## src/rtl/fifo_read_streamer.sv

```systemverilog
`default_nettype none
// ============================================================================
// Module   : fifo_read_streamer
// Brief    : Read-side engine for synchronous_fifo. Hides the FIFO's one-cycle
//            read latency behind a 2-entry skid buffer, presents a valid/ready
//            stream and offers a flush that drains and discards FIFO contents.
//            Optional delivered-word counter: FIFO_RD_STREAM_CNT_EN.
// Revision : 1.0 - initial release
// ============================================================================
module fifo_read_streamer #(
    parameter int WIDTH = 8,
    parameter int CNT_W = 16
) (
    input  logic             clk,
    input  logic             rst,
    output logic             fifo_r_en,
    input  logic [WIDTH-1:0] fifo_data_out,
    input  logic             fifo_empty,
    output logic             m_valid,
    input  logic             m_ready,
    output logic [WIDTH-1:0] m_data,
    input  logic             flush,
    output logic             flush_done
`ifdef FIFO_RD_STREAM_CNT_EN
    ,
    output logic [CNT_W-1:0] words_out
`endif
);

    localparam logic [0:0] S_RUN   = 1'b0;
    localparam logic [0:0] S_FLUSH = 1'b1;

    logic [0:0]       r_state;
    logic [0:0]       w_state_next;
    logic [1:0]       r_occ;
    logic             r_inflight;
    logic [WIDTH-1:0] r_buf0;
    logic [WIDTH-1:0] r_buf1;
    logic             w_pop;
    logic [2:0]       w_level;

    // A pop is only possible in RUN; FLUSH keeps the buffer empty.
    assign w_pop   = (r_state == S_RUN) && (r_occ != 2'd0) && m_ready;
    assign w_level = {1'b0, r_occ} + {2'b00, r_inflight} - {2'b00, w_pop};
    assign m_data  = r_buf0;

    always_ff @(posedge clk) begin
        if (rst) begin
            r_state <= S_RUN;
        end else begin
            r_state <= w_state_next;
        end
    end

    always_comb begin
        w_state_next = r_state;
        case (r_state)
            S_RUN: begin
                if (flush) begin
                    w_state_next = S_FLUSH;
                end
            end
            S_FLUSH: begin
                if (fifo_empty && !r_inflight) begin
                    w_state_next = S_RUN;
                end
            end
            default: w_state_next = S_RUN;
        endcase
    end

    always_comb begin
        m_valid    = 1'b0;
        fifo_r_en  = 1'b0;
        flush_done = 1'b0;
        case (r_state)
            S_RUN: begin
                m_valid   = (r_occ != 2'd0);
                fifo_r_en = !fifo_empty && (w_level < 3'd2);
            end
            S_FLUSH: begin
                fifo_r_en  = !fifo_empty;
                flush_done = fifo_empty && !r_inflight;
            end
            default: begin
                m_valid = 1'b0;
            end
        endcase
    end

    // Skid buffer: r_buf0 is the head, r_buf1 the second entry.
    always_ff @(posedge clk) begin
        if (rst) begin
            r_occ      <= 2'd0;
            r_inflight <= 1'b0;
            r_buf0     <= '0;
            r_buf1     <= '0;
        end else begin
            r_inflight <= fifo_r_en;
            if ((r_state == S_RUN) && !flush) begin
                case ({r_inflight, w_pop})
                    2'b11: begin
                        if (r_occ == 2'd2) begin
                            r_buf0 <= r_buf1;
                            r_buf1 <= fifo_data_out;
                        end else begin
                            r_buf0 <= fifo_data_out;
                        end
                    end
                    2'b10: begin
                        if (r_occ == 2'd0) begin
                            r_buf0 <= fifo_data_out;
                        end else begin
                            r_buf1 <= fifo_data_out;
                        end
                        r_occ <= r_occ + 2'd1;
                    end
                    2'b01: begin
                        r_buf0 <= r_buf1;
                        r_occ  <= r_occ - 2'd1;
                    end
                    default: begin
                        r_occ <= r_occ;
                    end
                endcase
            end else begin
                // Flush entry and the whole FLUSH state discard everything.
                r_occ <= 2'd0;
            end
        end
    end

`ifdef FIFO_RD_STREAM_CNT_EN
    logic [CNT_W-1:0] r_words;

    always_ff @(posedge clk) begin
        if (rst) begin
            r_words <= '0;
        end else if (w_pop) begin
            r_words <= r_words + 1'b1;
        end
    end

    assign words_out = r_words;
`else
    logic [CNT_W-1:0] w_cnt_unused;
    assign w_cnt_unused = '0;
`endif

endmodule
`default_nettype wire

```

## config.mk

```make
export PLATFORM = sky130hd
export DESIGN_NAME = fifo_read_streamer
export DESIGN_NICKNAME = d
export VERILOG_FILES = /design/src/rtl/fifo_read_streamer.sv
export SDC_FILE = /design/constraint.sdc
export NUM_CORES = 1
export LEC_CHECK = 0
export ABC_AREA = 1
export BUFFER_PORTS_ARGS = -buffer_cell sky130_fd_sc_hd__buf_4
export CAP_MARGIN = 20
export CORE_UTILIZATION = 54
export CTS_BUF_LIST = sky130_fd_sc_hd__clkbuf_16
export DETAILED_ROUTE_END_ITERATION = 7
export PLACE_DENSITY = 0.77
export SYNTH_ARGS = -nofsm -noshare
export SYNTH_HDL_FRONTEND = slang
export SYNTH_SLANG_ARGS = --single-unit
```

## constraint.sdc

```tcl
create_clock -name clk -period 2.2 [get_ports clk]
set_input_delay 0.11 -clock clk [delete_from_list [all_inputs] [get_ports clk]]
set_output_delay 0.11 -clock clk [all_outputs]
set_load 0.005 [all_outputs]
```

# Word level (Yosys, flattened, before mapping)

Index checks and enable logic that the tools add are counted.

Reductions and logical operators: 16
Bitwise gates (word level): 2
$lt $le $gt $ge: 1
$add $sub $neg: 4
Eq/ne operators: 7
Muxes and demuxes: 13

Operator list:

| kind                                                       | count |
|---|---|
| two-way mux 8 bit                                          | 4 |
| one-hot mux 8 bit (3 select lines)                         | 1 |
| one-hot mux 8 bit (2 select lines)                         | 1 |
| equality test 2 bit, second input constant                 | 3 |
| != test 2 bit, second input constant                       | 3 |
| nonzero test 2 bit                                         | 3 |
| logical AND 1 bit                                          | 5 |
| two-way mux 1 bit                                          | 4 |
| one-hot mux 1 bit (2 select lines)                         | 2 |
| one-hot mux 2 bit (2 select lines)                         | 1 |
| AND reduction 4 bit                                        | 1 |
| adder 2 x 1 -> 3 bit                                       | 1 |
| logical NOT 1 bit                                          | 3 |
| less-than comparator 3 x 2 -> 1 bit, second input constant | 1 |
| AND reduction 3 bit                                        | 1 |
| nonzero test 3 bit                                         | 1 |
| subtractor 3 x 1 -> 3 bit                                  | 1 |
| adder 2 x 1 -> 2 bit, second input constant                | 1 |
| equality test 2 x 1 -> 1 bit, second input constant        | 1 |
| logical NOT 2 bit                                          | 1 |
| NOT 1 bit                                                  | 2 |
| OR reduction 2 bit                                         | 1 |
| subtractor 2 x 1 -> 2 bit, second input constant           | 1 |

Input port bits: 13
Flip-flop bits (word level): 20
Logic and storage cells: 48

# Depth between registers and ports, before layout

Depth in word-level cells: 7
Gate-level depth with buffers: 12
Mapped depth without buffers: 11

# Least setup slack after synthesis

Ideal clock, no wire load.

Kind: register to register
Start point: register r_occ[1]
End point: register r_inflight
Cell stages (with the launch flop): 11
Path slack: 0.089 ns
Arrival: 2.052 ns
Path through: dfxtp_1 nor2_2 nor2_4 nand2_1 ha_1 nand2_1 fa_1 xnor2_1 nand2_1 a21oi_1 and2_1

Cells in the longest elaborated chain, start to end: 7

RTL lines:

| item                                                         | RTL line | RTL |
|---|---|---|
| start: declaration                                           | 35       | `logic [1:0] r_occ;` |
| start signal: assignment                                     | 116      | `r_occ <= r_occ + 2'd1;` |
| start signal: assignment                                     | 120      | `r_occ <= r_occ - 2'd1;` |
| start signal: assignment                                     | 123      | `r_occ <= r_occ;` |
| branches (longest 3 deep; another with adder 2 x 1 -> 3 bit) | n/a      |  |
| subtractor 3 x 1 -> 3 bit (*)                                | 44       | `assign w_level = {1'b0, r_occ} + {2'b00, r_inflight} - {2'b00, w_pop};` |
| less-than comparator 3 x 2 -> 1 bit (*)                      | 79       | `fifo_r_en = !fifo_empty && (w_level < 3'd2);` |
| logical AND 1 bit (*)                                        | 79       |  |
| one-hot mux 1 bit (2 select lines) (*)                       | 76       | `case (r_state)` |
| named net fifo_r_en                                          | 16       | `output logic fifo_r_en,` |
| end signal: assignment                                       | 99       | `r_inflight <= fifo_r_en;` |
| end: declaration                                             | 36       | `logic r_inflight;` |

Mark *: on every way through the listed nets, which the timed path passes.
A chain may end at the register's enable or synchronous reset.

# Worst setup path after layout

Start point: register r_occ[0]
End point: output fifo_r_en

Cells in the longest elaborated chain, start to end: 7

RTL lines:

| item                                                         | RTL line |
|---|---|
| branches (longest 3 deep; another with adder 2 x 1 -> 3 bit) | n/a |
| subtractor 3 x 1 -> 3 bit (*)                                | 44 |
| less-than comparator 3 x 2 -> 1 bit (*)                      | 79 |
| logical AND 1 bit (*)                                        | 79 |
| one-hot mux 1 bit (2 select lines) (*)                       | 76 |
| end: declaration                                             | 16 |

Every way passes the cells marked *.

==> results by group <==
Clock network
  • CTS tree: yes
  • Total CTS buffers: 3
  • Clock sink count: 20
  • Hold_buf cts: 0
  • H-tree depth: 1
  • Clk Latency, worst-skew pair: between 0.2 and 0.25 ns
  • CTS clk-pin slew, worst paths: about 0.050 ns
  • Root Driver: clkbuf_16
  • Clk buf depth: 2

Die
  • Die Ht: 49.8 um
  • Die Area: roughly 0.0025 mm2
  • Total core area: 0.00206 mm2
  • Num ports: 24
  • Chip width: about 50 um
  • Initial core utilization: 0.600
  • Row cnt: 16

Pwr
  • Leak pwr: ~0.79 nW
  • Combinational power share: 0.177
  • Max VDD drop: between 0.0006 and 0.0007 V
  • Cell Int Power: between 600 and 700 uW
  • Reg power frac: 0.432
  • Clock Power Share: 0.391
  • Sw Ratio: 0.244
  • PwrDens: roughly 570 mW/mm2
  • Total power draw: 910 uW
  • NetSw: roughly 220 uW

Finish
  • Sequential Area: 407 um2
  • Area of the multi-input gates: 742 um2
  • Fin nets: between 200 and 300
  • Fill count: around 160
  • P&R area growth vs syn: 28.1%
  • Share of cells above drive strength 1: 0.227
  • Post-route insts no fill: 260
  • Final Core Density: 0.768
  • # diodes: 0
  • Design Area, Final: 0.00158 mm2

Synthesis
  • Sequential fraction of the synthesis area: 0.324
  • Synth Register Bits: 20
  • Largest area contributor in the netlist: dfxtp_1
  • Most frequent cells after synthesis: 76 x nand2_1, 23 x inv_1, 20 x dfxtp_1, 20 x nor2_1
  • Syn Inst Count: roughly 200
  • Syn avg cell area: between 6 and 7 um2
  • Yosys cell types: 24
  • Ys async rst share: 0
  • Top post-synthesis cells by area: dfxtp_1 32%, nand2_1 23%, a21oi_1 7.3%, nand3_1 7.3%, inv_1 7.0%
  • Post-Syn Nets: 220
  • Post-synth top flop: dfxtp_1
  • Synth top area share: 0.324
  • Synthesized cell area: 0.00124 mm2
  • Number of flops mapped to enable cells by yosys: 0
  • Count leader, synth: nand2_1
  • Yosys warnings: 0

STA
  • Final TNS setup: 0 ns
  • Final hold violation count: 0
  • Final min period: around 2.2 ns
  • RSZ-0062 raised after global routing: yes
  • Pins Over Slew Limit: 0
  • Setup-failing EPs final: 0
  • Fin crit share: 0.982
  • PnR worst setup slack: roughly 0.039 ns
  • Worst-margin pin slew: about 0.43 ns
  • Clock skew: 0.00170 ns
  • Max Freq: ~460 MHz
  • Hold Slack: 0.128 ns
  • Max-slew headroom: 0.711

GRT
  • Number of global-route vias before repair: 1210
  • Global route overflow: 0
  • Antenna violations before repair: 0
  • GR Util All Layers: 0.257
  • Pin count of the biggest net entering global routing: 17
  • First-pass GRT wire length: 5040 um

Route
  • First-pass DRT Iterations: 4
  • Avg WL per Cell: roughly 12 um
  • Met3 wire length: approximately 210 um
  • DR WL met2: ~1500 um
  • Vias per cell: between 5 and 6
  • Top layer in use: met3
  • DR DRC count: 0
  • Post-route ant nets: 0
  • Starting DRT DRC Count: 56
  • Vias: about 1400
  • Detailed Route WL: 3030 um
  • Met1 wire length: around 1400 um

Min path
  • Hold Crit Class: in2reg

Setup path
  • Critical path class: reg2out
  • Worst path bufs/invs: 1
  • Worst setup SP type: register
  • Slowest CP cell: fa_2
  • Worst Path Max Fanout: 4
  • CP Capture Type: primary output
  • Worst-path cell chain: nor2_4 > nor2_4 > nand2_2 > ha_4 > nand2_2 > fa_2 > nand2_1 > a21oi_2 > buf_4
  • Critical Path AT: just over 2 ns
  • Critical Path Max Stage Delay: about 0.52 ns
  • Worst endpoint required time: roughly 2.1 ns
  • Delay-heaviest family, CP: adder cells

Placement
  • DP Cell Count: 254
  • Routability cong.: ~0.9
  • Post-DP HPWL: ~2200 um
  • Input/output buffers: 23
  • Dpl ws: 0.0643 ns
  • Placed Area: 0.00145 mm2

Job
  • Max-cap violations: 0

Run status
  • Status: completed
==> path summary, 6_finish.rpt <==
path | startpoint | endpoint | slack, ns | depth (start not counted)
worst max-delay path | r_occ[0]$_SDFFE_PP0N_ | fifo_r_en | 0.04 | 9
worst min-delay path | rst | m_data[7]$_SDFFE_PP0P_ | 0.13 | 2
worst max register to register | r_occ[0]$_SDFFE_PP0N_ | r_inflight$_SDFF_PP0_ | 0.33 | 9
worst min register to register | m_data[0]$_SDFFE_PP0P_ | m_data[0]$_SDFFE_PP0P_ | 0.48 | 2
==> registers in the layout, summed over array words and instances, names as in the netlist <==
signal and cells:
r_occ 2, r_buf1 8, m_data 8, r_inflight 1, r_state 1
==> cells by family (layout without fill, tap and decap cells) <==
family	Yosys count	after routing	synth area share
AO/OA/AOI/OAI	20	20	0.0810
XOR/XNOR	1	1	0.00709
adder cells (fa/ha/maj)	3	3	0.0364
buffers and inverters	32	61	0.0992
flip-flops	20	20	0.324
AND/OR/NAND/NOR	128	128	0.452
==> cells in the final DEF, fill, tap and decap left out, types with 2 or more instances in the layout <==
cell        n
inv_2       5
clkbuf_16   3
a21oi_1    17
nor2_1     20
nand3_1    18
inv_1      23
nor2_2      2
dfxtp_1    17
nor2_4      3
nand2_1    74
nand4_1     4
dfxtp_2     2
buf_4      29
nand2_2     3
==> cell type report <==
type | instances | area share
multi-input cells | 152 | 0.468
clock buffers | 3 | 0.0474
flip-flops and latches | 20 | 0.257
inverters | 29 | 0.0687
repair buffers | 29 | 0.137
well taps | 27 | 0.0213
==> power groups by stage <==
stage	Sequential, mW	Combinational (mW)	Clock (mW)
final	0.393	0.161	0.356
after global routing	0.394	0.181	0.374
after CTS	0.392	0.155	0.363
after detailed placement	0.401	0.149	0
after global placement	0.399	0.145	0
after floorplan	0.398	0.0944	0
==> metal layers <==
layer	track usage	vias up
li1	-	692
met5	0	-
met1	0.349	611
met2	0.432	50
met3	0.0525	0
met4	0.0238	0
==> timing repair <==
action | 4_1_cts | 5_1_grt
gates resized for setup | 4 | 6
buffers inserted | 3 | 0
pin swaps | 1 | 5
setup endpoints to repair | 1 | 1
hold endpoints to repair | 0 | 0
Note: power is estimated with default switching activity, not from simulation.
